**src/rtl/sc_fifo_pack_pkg.sv**
```systemverilog
`default_nettype none
`timescale 1ns/1ps
// +------------------------------------------------------------------+
// | sc_fifo_pack_pkg : shared types and helpers for sc_fifo_packer    |
// | Rev 1.0                                                           |
// +------------------------------------------------------------------+
package sc_fifo_pack_pkg;

  localparam int MAX_LANES = 32;

  typedef enum logic {ST_RUN, ST_FLUSH} pack_state_t;

  // Thermometer mask with the low 'lanes' bits set.
  function automatic logic [MAX_LANES-1:0] lanes_to_mask(input int unsigned lanes);
    logic [MAX_LANES-1:0] mask;
    mask = '0;
    for (int unsigned i = 0; i < MAX_LANES; i++) begin
      if (i < lanes) mask[i] = 1'b1;
    end
    return mask;
  endfunction

endpackage
`default_nettype wire

```
**src/rtl/sc_fifo_packer.sv**
```systemverilog
`default_nettype none
`timescale 1ns/1ps
// +------------------------------------------------------------------+
// | sc_fifo_packer : packs RATIO show-ahead FIFO words into one wide  |
// | valid/ready word, with zero-padded partial flush.  Rev 1.0        |
// +------------------------------------------------------------------+
module sc_fifo_packer
  import sc_fifo_pack_pkg::*;
#(
  parameter int IN_WIDTH = 16,
  parameter int RATIO    = 4,
  parameter int CNTW     = 2
) (
  input  logic                      clock,
  input  logic                      sclr,
  input  logic [IN_WIDTH-1:0]       fifo_q,
  input  logic                      fifo_empty,
  output logic                      fifo_rdreq,
  input  logic                      flush,
  output logic [IN_WIDTH*RATIO-1:0] out_data,
  output logic [CNTW:0]             out_lanes,
  output logic                      out_valid,
  input  logic                      out_ready,
  output logic                      flush_done
);

  localparam logic [CNTW-1:0] LAST_LANE  = CNTW'(RATIO - 1);
  localparam logic [CNTW:0]   FULL_LANES = (CNTW + 1)'(RATIO);

  pack_state_t               state_q, state_d;
  logic [CNTW-1:0]           lane_cnt_q, lane_cnt_d;
  logic [IN_WIDTH-1:0]       acc_q [RATIO];
  logic [IN_WIDTH-1:0]       acc_d [RATIO];
  logic [RATIO-1:0]          acc_we;
  logic                      acc_clr;
  logic [IN_WIDTH*RATIO-1:0] out_data_q, out_data_d;
  logic [CNTW:0]             out_lanes_q, out_lanes_d;
  logic                      out_valid_q, out_valid_d;
  logic                      flush_done_q, flush_done_d;
  logic                      out_free, last_lane, pop, flush_fire;
  logic [RATIO-1:0]          lane_mask;

  assign lane_mask = RATIO'(lanes_to_mask(32'(lane_cnt_q)));

  always_comb begin
    out_free   = ~out_valid_q | out_ready;
    last_lane  = (lane_cnt_q == LAST_LANE);
    // The last lane can only be taken when the output register is free to reload.
    pop        = ~fifo_empty & ~(last_lane & ~out_free) & ~sclr;
    flush_fire = (state_q == ST_FLUSH) & fifo_empty & out_free & ~pop;
  end

  assign fifo_rdreq = pop;

  always_comb begin
    state_d      = state_q;
    lane_cnt_d   = lane_cnt_q;
    out_data_d   = out_data_q;
    out_lanes_d  = out_lanes_q;
    out_valid_d  = out_valid_q & ~out_ready;
    flush_done_d = 1'b0;
    acc_we       = '0;
    acc_clr      = 1'b0;

    if (pop) begin
      if (last_lane) begin
        for (int i = 0; i < RATIO - 1; i++) begin
          out_data_d[i*IN_WIDTH +: IN_WIDTH] = acc_q[i];
        end
        out_data_d[(RATIO-1)*IN_WIDTH +: IN_WIDTH] = fifo_q;
        out_lanes_d = FULL_LANES;
        out_valid_d = 1'b1;
        lane_cnt_d  = '0;
        acc_clr     = 1'b1;
      end else begin
        acc_we[lane_cnt_q] = 1'b1;
        lane_cnt_d         = lane_cnt_q + CNTW'(1);
      end
    end

    case (state_q)
      ST_RUN: begin
        if (flush) state_d = ST_FLUSH;
      end
      ST_FLUSH: begin
        if (flush_fire) begin
          if (lane_cnt_q != '0) begin
            for (int i = 0; i < RATIO; i++) begin
              out_data_d[i*IN_WIDTH +: IN_WIDTH] = lane_mask[i] ? acc_q[i] : '0;
            end
            out_lanes_d = {1'b0, lane_cnt_q};
            out_valid_d = 1'b1;
            lane_cnt_d  = '0;
            acc_clr     = 1'b1;
          end
          flush_done_d = 1'b1;
          state_d      = ST_RUN;
        end
      end
    endcase

    for (int i = 0; i < RATIO; i++) begin
      acc_d[i] = acc_clr ? '0 : (acc_we[i] ? fifo_q : acc_q[i]);
    end
  end

  always_ff @(posedge clock) begin
    if (sclr) begin
      state_q      <= ST_RUN;
      lane_cnt_q   <= '0;
      out_data_q   <= '0;
      out_lanes_q  <= '0;
      out_valid_q  <= 1'b0;
      flush_done_q <= 1'b0;
      for (int i = 0; i < RATIO; i++) acc_q[i] <= '0;
    end else begin
      state_q      <= state_d;
      lane_cnt_q   <= lane_cnt_d;
      out_data_q   <= out_data_d;
      out_lanes_q  <= out_lanes_d;
      out_valid_q  <= out_valid_d;
      flush_done_q <= flush_done_d;
      for (int i = 0; i < RATIO; i++) acc_q[i] <= acc_d[i];
    end
  end

  assign out_data   = out_data_q;
  assign out_lanes  = out_lanes_q;
  assign out_valid  = out_valid_q;
  assign flush_done = flush_done_q;

endmodule
`default_nettype wire

```
**config.mk**
```make
export PLATFORM = sky130hd
export DESIGN_NAME = sc_fifo_packer
export DESIGN_NICKNAME = d
export VERILOG_FILES = /design/src/rtl/sc_fifo_pack_pkg.sv /design/src/rtl/sc_fifo_packer.sv
export SDC_FILE = /design/constraint.sdc
export NUM_CORES = 1
export LEC_CHECK = 0
export ABC_AREA = 1
export CORE_UTILIZATION = 56
export CTS_BUF_LIST = sky130_fd_sc_hd__clkbuf_16
export DETAILED_ROUTE_END_ITERATION = 12
export PLACE_DENSITY_LB_ADDON = 0.2
export RECOVER_POWER = 50
export SYNTH_ARGS = -nofsm -noshare
export SYNTH_HDL_FRONTEND = slang
export SYNTH_SLANG_ARGS = --single-unit
export TNS_END_PERCENT = 100
```
**constraint.sdc**
```tcl
create_clock -name clock -period 3.6 [get_ports clock]
set_clock_uncertainty 0.2 [all_clocks]
set_input_delay 0.72 -clock clock [delete_from_list [all_inputs] [get_ports clock]]
set_output_delay 0.72 -clock clock [all_outputs]
set_load 0.03 [all_outputs]
```
==> metrics.csv, run 1 <==
metric,value,unit
outcome,"finished, final reports clean",
CTS Buf Count,17,
hold violation total from the final report,0,
CP Cell Sequence,"dlygate4sd3_1, inv_1, nand2_1, nand3_4, nand2_2, inv_2, nand2_1, a21oi_1",
min Tclk post-route,3.04,ns
multi-input gate area in the final layout,2150,um2
starting density of the core,0.584,
DRC marker count from the first detailed-route iteration,266,
count of maximum capacitance violations,0,
flop2flop setup slack,1.06,ns
TritonCTS Sinks,120,
number of gates resized after CTS,0,
wire length per cell after detailed routing,14.7,um
Overall Global Routing Usage,0.280,
post-route worst setup slack,0.561,ns
Clock Tree Buf Depth,2,
number of design rule violations left after detail routing,0,
Place WS,0.428,ns
cell with the largest stage delay on the worst path,dlygate4sd3_1,
# port buffers,90,
final worst-path cycle share,0.844,
residual overflow from global routing,0,
path class of the lowest-slack min-delay path,reg2reg,
total nets after synthesis,703,
internal power summed over all cells,2.53,mW
library cell with the largest summed area after synthesis,dfxtp_1,
Total Neg Setup Slack,0,ns
Skew-Pair Late Insertion Delay,0.41,ns
area after detailed placement,5970,um2
Static Leakage,3.05,nW
critical path endpoint category,flip-flop,
average cell area after synthesis,7.56,um2
setup repair after global routing missed its margin,false,
arrival time at the worst endpoint,3.14,ns
fraction of power spent switching nets,0.244,
Post-CTS Setup Repair Bufs,0,
cell area after technology mapping,5110,um2
total wirelength of the detailed-routed design,12900,um
pin count of the biggest net entering global routing,49,
Levels on crit path,8,
post-synthesis sequential element count,120,
maximum ir drop on the vdd rail,0.430,mV
post-route cell area,6540,um2
FF-to-FF End,out_data[40]$_SDFF_PP0_,
cell class contributing the biggest share of worst-path delay,simple AND/OR/NAND/NOR gates,
count of cell types in the netlist,27,
detailed placement HPWL,8550,um
CTS tree,built,
capturing element of the worst setup path,out_data[40]$_SDFF_PP0_,
Via Count,4688,
Hold Slack,0.245,ns
final setup violating endpoints,0,
top-level port count,91,
Yosys top cell area share,0.470,
master cell of the clock root buffer,clkbuf_16,
maximum fanout along the worst path,28,
initial antenna violation count,0,
First-pass DRT Iterations,7,
largest stage delay on the critical path,0.53,ns
area grow syn2layout,27.9,%
start-to-end type of the worst setup path,in2reg,
area of the core,8760,um2
Net Sw Power,0.817,mW
cell mode on critical path,nand2_1,
number of buffers inserted by hold repair at cts,0,
Combinational Power Share,0.076,
FF+latch area,2400,um2
r2r worst-path depth,8,
number of inserted diodes,0,
routability congestion estimate from global placement,0.879,
cells taking the most area after synthesis,"dfxtp_1 47%, nand2_1 17%, inv_1 5.7%, a21oi_1 4.9%, a21oi_2 3.4%",
pins over their slew limit,0,
portion of the post-synthesis area used by sequential elements,0.470,
f_max,0.329,GHz
areal power density over the cells,512,nW/um2
Seq pwr share,0.411,
worst flop-to-flop path startpoint,lane_cnt_q[1]$_SDFF_PP0_,
global-route wire length before repair,21300,um
transition at the pin with the smallest max-transition slack,0.805,ns
number of global-route vias before repair,4554,
via density per instance,5.35,
Die X-Extent,97.6,um
number of warnings issued by yosys,0,
die area,9520,um2
number of antenna-violating nets in the routed design,0,
overall die height,97.6,um
proportion of power drawn by the clock network,0.513,
H-tree depth,4,
clock transition at the registers of the reported paths,0.06,ns
CP Launch Type,input port,
worst slew margin relative to its limit,0.463,
net count of the finished layout,782,
endpoint required time on the critical path,3.70,ns
filler instances,655,
count of mapped cells out of synthesis,677,
final core utilization,0.746,
Critical path buffers and inverters,3,
fraction of layout cells with a size suffix above 1,0.0975,
number of placement rows,34,
Critical Path Source,out_ready,
-- layout make-up --
class / count / share of cell area
Multi-Input combinational cell: 438 / 0.328
Clock inverter: 15 / 0.0268
Timing Repair Buffer: 97 / 0.145
Inverter: 82 / 0.0471
Tap cell: 108 / 0.0207
Sequential cell: 120 / 0.367
Clock buffer: 17 / 0.0650
-- routing by layer --
metal	vias up	track usage	routed length (um)
met5	-	0	0
met4	0	0.122	374
met3	42	0.0698	857
met2	183	0.478	6330
met1	2191	0.334	5300
li1	2272	-	-
-- logic make-up after synthesis --
family / synth area share
adder cells (fa/ha/maj): 0.0122
buffers and inverters: 0.107
flip-flops: 0.470
AO/OA/AOI/OAI: 0.140
AND/OR/NAND/NOR: 0.272
-- cell usage in the layout (no fill, tap or decap), types with 17 or more instances in the layout --
master / n
dlygate4sd3_1: 70
clkdlybuf4s50_1: 19
nor2_1: 35
a21oi_2: 17
inv_1: 78
nand3_1: 26
o21ai_0: 20
nand2_1: 239
dfxtp_1: 120
a21oi_1: 53
clkbuf_16: 17
-- power groups by stage --
stage | logic [mW] | clock network, mW | registers, mW
finish | 0.254 | 1.72 | 1.38
floorplan | 0.141 | 0 | 1.44
global route | 0.275 | 1.79 | 1.38
detailed placement | 0.260 | 0 | 1.41
CTS | 0.262 | 1.72 | 1.38
global placement | 0.252 | 0 | 1.41
-- tightest hold or removal path, stage by stage (launching register included) --
cell	delay (ns)
dfxtp_1	0.31
nand2_1	0.06
nand2_1	0.04
-- metrics by stage --
stage                     power [mW]  std cells
after floorplan                 1.58        677
after global placement          1.66        845
after detailed placement        1.67        845
after CTS                       3.36        877
after global routing            3.45        877
final                           3.35        877
-- how the worst min path moves through the flow --
stage | depth (start not counted) | end | start
after floorplan | 2 | out_data[16]$_SDFF_PP0_ | acc_q[0][16]$_SDFFE_PP0P_
after global placement | 2 | out_data[31]$_SDFF_PP0_ | acc_q[0][31]$_SDFFE_PP0P_
after detailed placement | 2 | out_data[24]$_SDFF_PP0_ | acc_q[0][24]$_SDFFE_PP0P_
after CTS | 2 | out_data[24]$_SDFF_PP0_ | acc_q[0][24]$_SDFFE_PP0P_
after global routing | 2 | out_data[24]$_SDFF_PP0_ | acc_q[0][24]$_SDFFE_PP0P_
final | 2 | out_data[24]$_SDFF_PP0_ | acc_q[0][24]$_SDFFE_PP0P_
-- cells in the mapped netlist --
library cell	n
nor2_1	35
buf_2	13
clkbuf_1	6
o21ai_0	16
nor2_8	2
o211ai_2	1
buf_1	4
nand2_2	4
o211ai_1	1
a21oi_2	20
o211a_1	16
nand3_1	26
buf_4	6
nand3_4	2
nor2_2	1
nor2_4	2
nand2_4	4
nand2_1	238
o21ai_1	6
nand3_2	1
nand4_1	8
inv_1	78
inv_2	4
a21oi_1	50
dfxtp_1	120
ha_1	5
buf_6	8
-- sequential cells by signal, indices dropped and copies added, names as in the netlist --
signal	cells
out_data	64
lane_cnt_q	2
out_lanes	3
flush_done	1
state_q	1
out_valid	1
acc_q	48
Power figures use the tool's default switching activity.
==> run 2: changes to the inputs <==
Settings changed: CORE_UTILIZATION 56 to 52.
Clock period 3.6 ns to 3.1 ns, I/O delays scaled along.
==> run 2 against run 1 <==
Hold slack gained 0.0051 ns. Routed wire length grew 0.64%. Sequential power grew 16%. Design area grew 2.0%. Clock power grew 26%. Die area grew 7.5%. Core utilization shrank 3.4 points. Critical endpoint is now fifo_rdreq.
==> metrics.csv, run 2 (synthesized netlist as in run 1, its figures left out) <==
metric,value,unit,change
CP Launch Type,input port,,
fraction of layout cells with a size suffix above 1,0.105,,+0.00726
Net Sw Power,0.947,mW,+16%
"most common cell after layout, fill and taps aside",nand2_1,,
areal power density over the cells,609,nW/um2,+19%
Skew-Pair Late Insertion Delay,0.41,ns,about the same
routability congestion estimate from global placement,0.819,,-6.8%
Clock Tree Buf Depth,2,,unchanged
post-route worst setup slack,0.381,ns,-0.180 ns
proportion of power drawn by the clock network,0.532,,+0.019
count of maximum capacitance violations,0,,unchanged
number of antenna-violating nets in the routed design,0,,unchanged
total wirelength of the detailed-routed design,12900,um,+0.64%
arrival time at the worst endpoint,1.90,ns,-1.24 ns
met3 track demand over resource in global routing,0.0607,,-0.00905
initial antenna violation count,0,,unchanged
number of gates resized after CTS,0,,unchanged
starting density of the core,0.546,,-0.0379
met2 Usage GRT,0.442,,-0.0355
die area,10200,um2,+7.5%
number of inserted diodes,0,,unchanged
worst slew margin relative to its limit,0.553,,+0.0897
count of non-filler cells in the finished layout,902,,+2.9%
Combinational Power Share,0.075,,about the same
area of the core,9370,um2,+6.9%
internal power summed over all cells,3.12,mW,+23%
final setup violating endpoints,0,,unchanged
r2r worst-path depth,7,,-1
endpoint required time on the critical path,2.28,ns,-1.42 ns
net count of the finished layout,786,,+0.51%
critical path endpoint category,primary output,,
min Tclk post-route,2.72,ns,
top-level port count,91,,unchanged
fraction of power spent switching nets,0.233,,-0.0107
pins over their slew limit,0,,unchanged
final worst-path cycle share,0.877,,
FF-to-FF End,out_data[31]$_SDFF_PP0_,,
residual overflow from global routing,0,,unchanged
transition at the pin with the smallest max-transition slack,0.670,ns,-0.135 ns
TritonCTS Sinks,120,,unchanged
number of placement rows,35,,+2.9%
Total Power,4.06,mW,+21%
global-route wire length before repair,20800,um,-2.3%
number of global-route vias before repair,4418,,-3.0%
Static Leakage,3.09,nW,+1.4%
DP Cell Count,870,,+3.0%
H-tree depth,4,,unchanged
Overall Global Routing Usage,0.266,,-0.0142
path class of the lowest-slack min-delay path,reg2reg,,
capturing element of the worst setup path,fifo_rdreq,,
Die X-Extent,101,um,+3.7%
worst flop-to-flop path startpoint,lane_cnt_q[0]$_SDFF_PP0_,,
"top library cells by usage in the layout, fill and taps aside","239 x nand2_1, 120 x dfxtp_1, 80 x inv_1",,
Total Neg Setup Slack,0,ns,unchanged
number of stages on the worst hold path,2,,unchanged
layer carrying the most global-route usage,met2,,
DRC marker count from the first detailed-route iteration,228,,-14%
maximum fanout along the worst path,12,,-57%
final core utilization,0.712,,-0.0344
global-route track usage on met1,0.326,,-0.00817
# port buffers,90,,unchanged
Seq pwr share,0.394,,-0.017
First-pass DRT Iterations,5,,-2
via density per instance,5.12,,-4.2%
CTS Buf Count,17,,unchanged
hold violation total from the final report,0,,unchanged
number of design rule violations left after detail routing,0,,unchanged
setup repair after global routing missed its margin,false,,
Place WS,0.417,ns,-0.0102 ns
Critical Path Source,sclr,,
maximum ir drop on the vdd rail,0.358,mV,-17%
CTS tree,built,,
start-to-end type of the worst setup path,in2out,,
Post-CTS Setup Repair Bufs,0,,unchanged
overall die height,101,um,+3.7%
flip-flop count of the largest register after layout,64,,unchanged
detailed placement HPWL,8560,um,+0.13%
wire length per cell after detailed routing,14.4,um,-2.2%
filler instances,778,,+19%
pin count of the biggest net entering global routing,38,,-22%
Via Count,4621,,-1.4%
f_max,0.368,GHz,
flop2flop setup slack,0.60,ns,-0.46 ns
outcome,"finished, final reports clean",,
clock transition at the registers of the reported paths,0.06,ns,about the same
master cell of the clock root buffer,clkbuf_16,,
area grow syn2layout,30.4,%,
number of buffers inserted by hold repair at cts,0,,unchanged
run 2: through the flow:
stage / area, um2 / hold WS (ns)
after CTS: 6690 / 0.255
after floorplan: 5110 / 0.219
final: 6670 / 0.250
after global routing: 6670 / 0.263
after global placement: 6040 / 0.234
after detailed placement: 6040 / 0.236
run 2: worst min path at each step:
stage / slack (ns) / to / start
after CTS: 0.26 / out_data[25]$_SDFF_PP0_ / acc_q[0][25]$_SDFFE_PP0P_
after global routing: 0.26 / out_lanes[2]$_SDFF_PP0_ / out_lanes[2]$_SDFF_PP0_
after floorplan: 0.22 / out_data[16]$_SDFF_PP0_ / acc_q[0][16]$_SDFFE_PP0P_
after detailed placement: 0.24 / out_data[24]$_SDFF_PP0_ / acc_q[0][24]$_SDFFE_PP0P_
final: 0.25 / out_lanes[2]$_SDFF_PP0_ / out_lanes[2]$_SDFF_PP0_
after global placement: 0.23 / out_data[29]$_SDFF_PP0_ / acc_q[0][29]$_SDFFE_PP0P_
run 2: final cells by class:
type                       count  area, um2  share of cell area
sequential                   120       2400               0.360
multi-input combinational    438       2160               0.324
timing repair buffer         101        988               0.148
clock buffer                  17        425              0.0638
inverter                      82        308              0.0461
clock inverter                15        225              0.0338
tap                          129        161              0.0242
run 2: critical path, stage by stage:
cell and delay [ns]:
dlygate4sd3_1 0.69, nor2_8 0.22, nand2_4 0.14, inv_2 0.08
buf_4 0.15
run 2: per-layer routing:
metal | vias to the layer above | share of wire
li1 | 2279 | -
met1 | 2157 | 0.43
met2 | 145 | 0.49
met3 | 40 | 0.051
met4 | 0 | 0.029
met5 | - | 0
run 2: power groups by stage:
stage               clock network (mW)  logic [mW]  registers, mW
floorplan                            0       0.163           1.67
global placement                     0       0.301           1.63
detailed placement                   0       0.305           1.63
CTS                               2.16       0.310           1.60
global route                      2.24       0.331           1.60
finish                            2.16       0.304           1.60
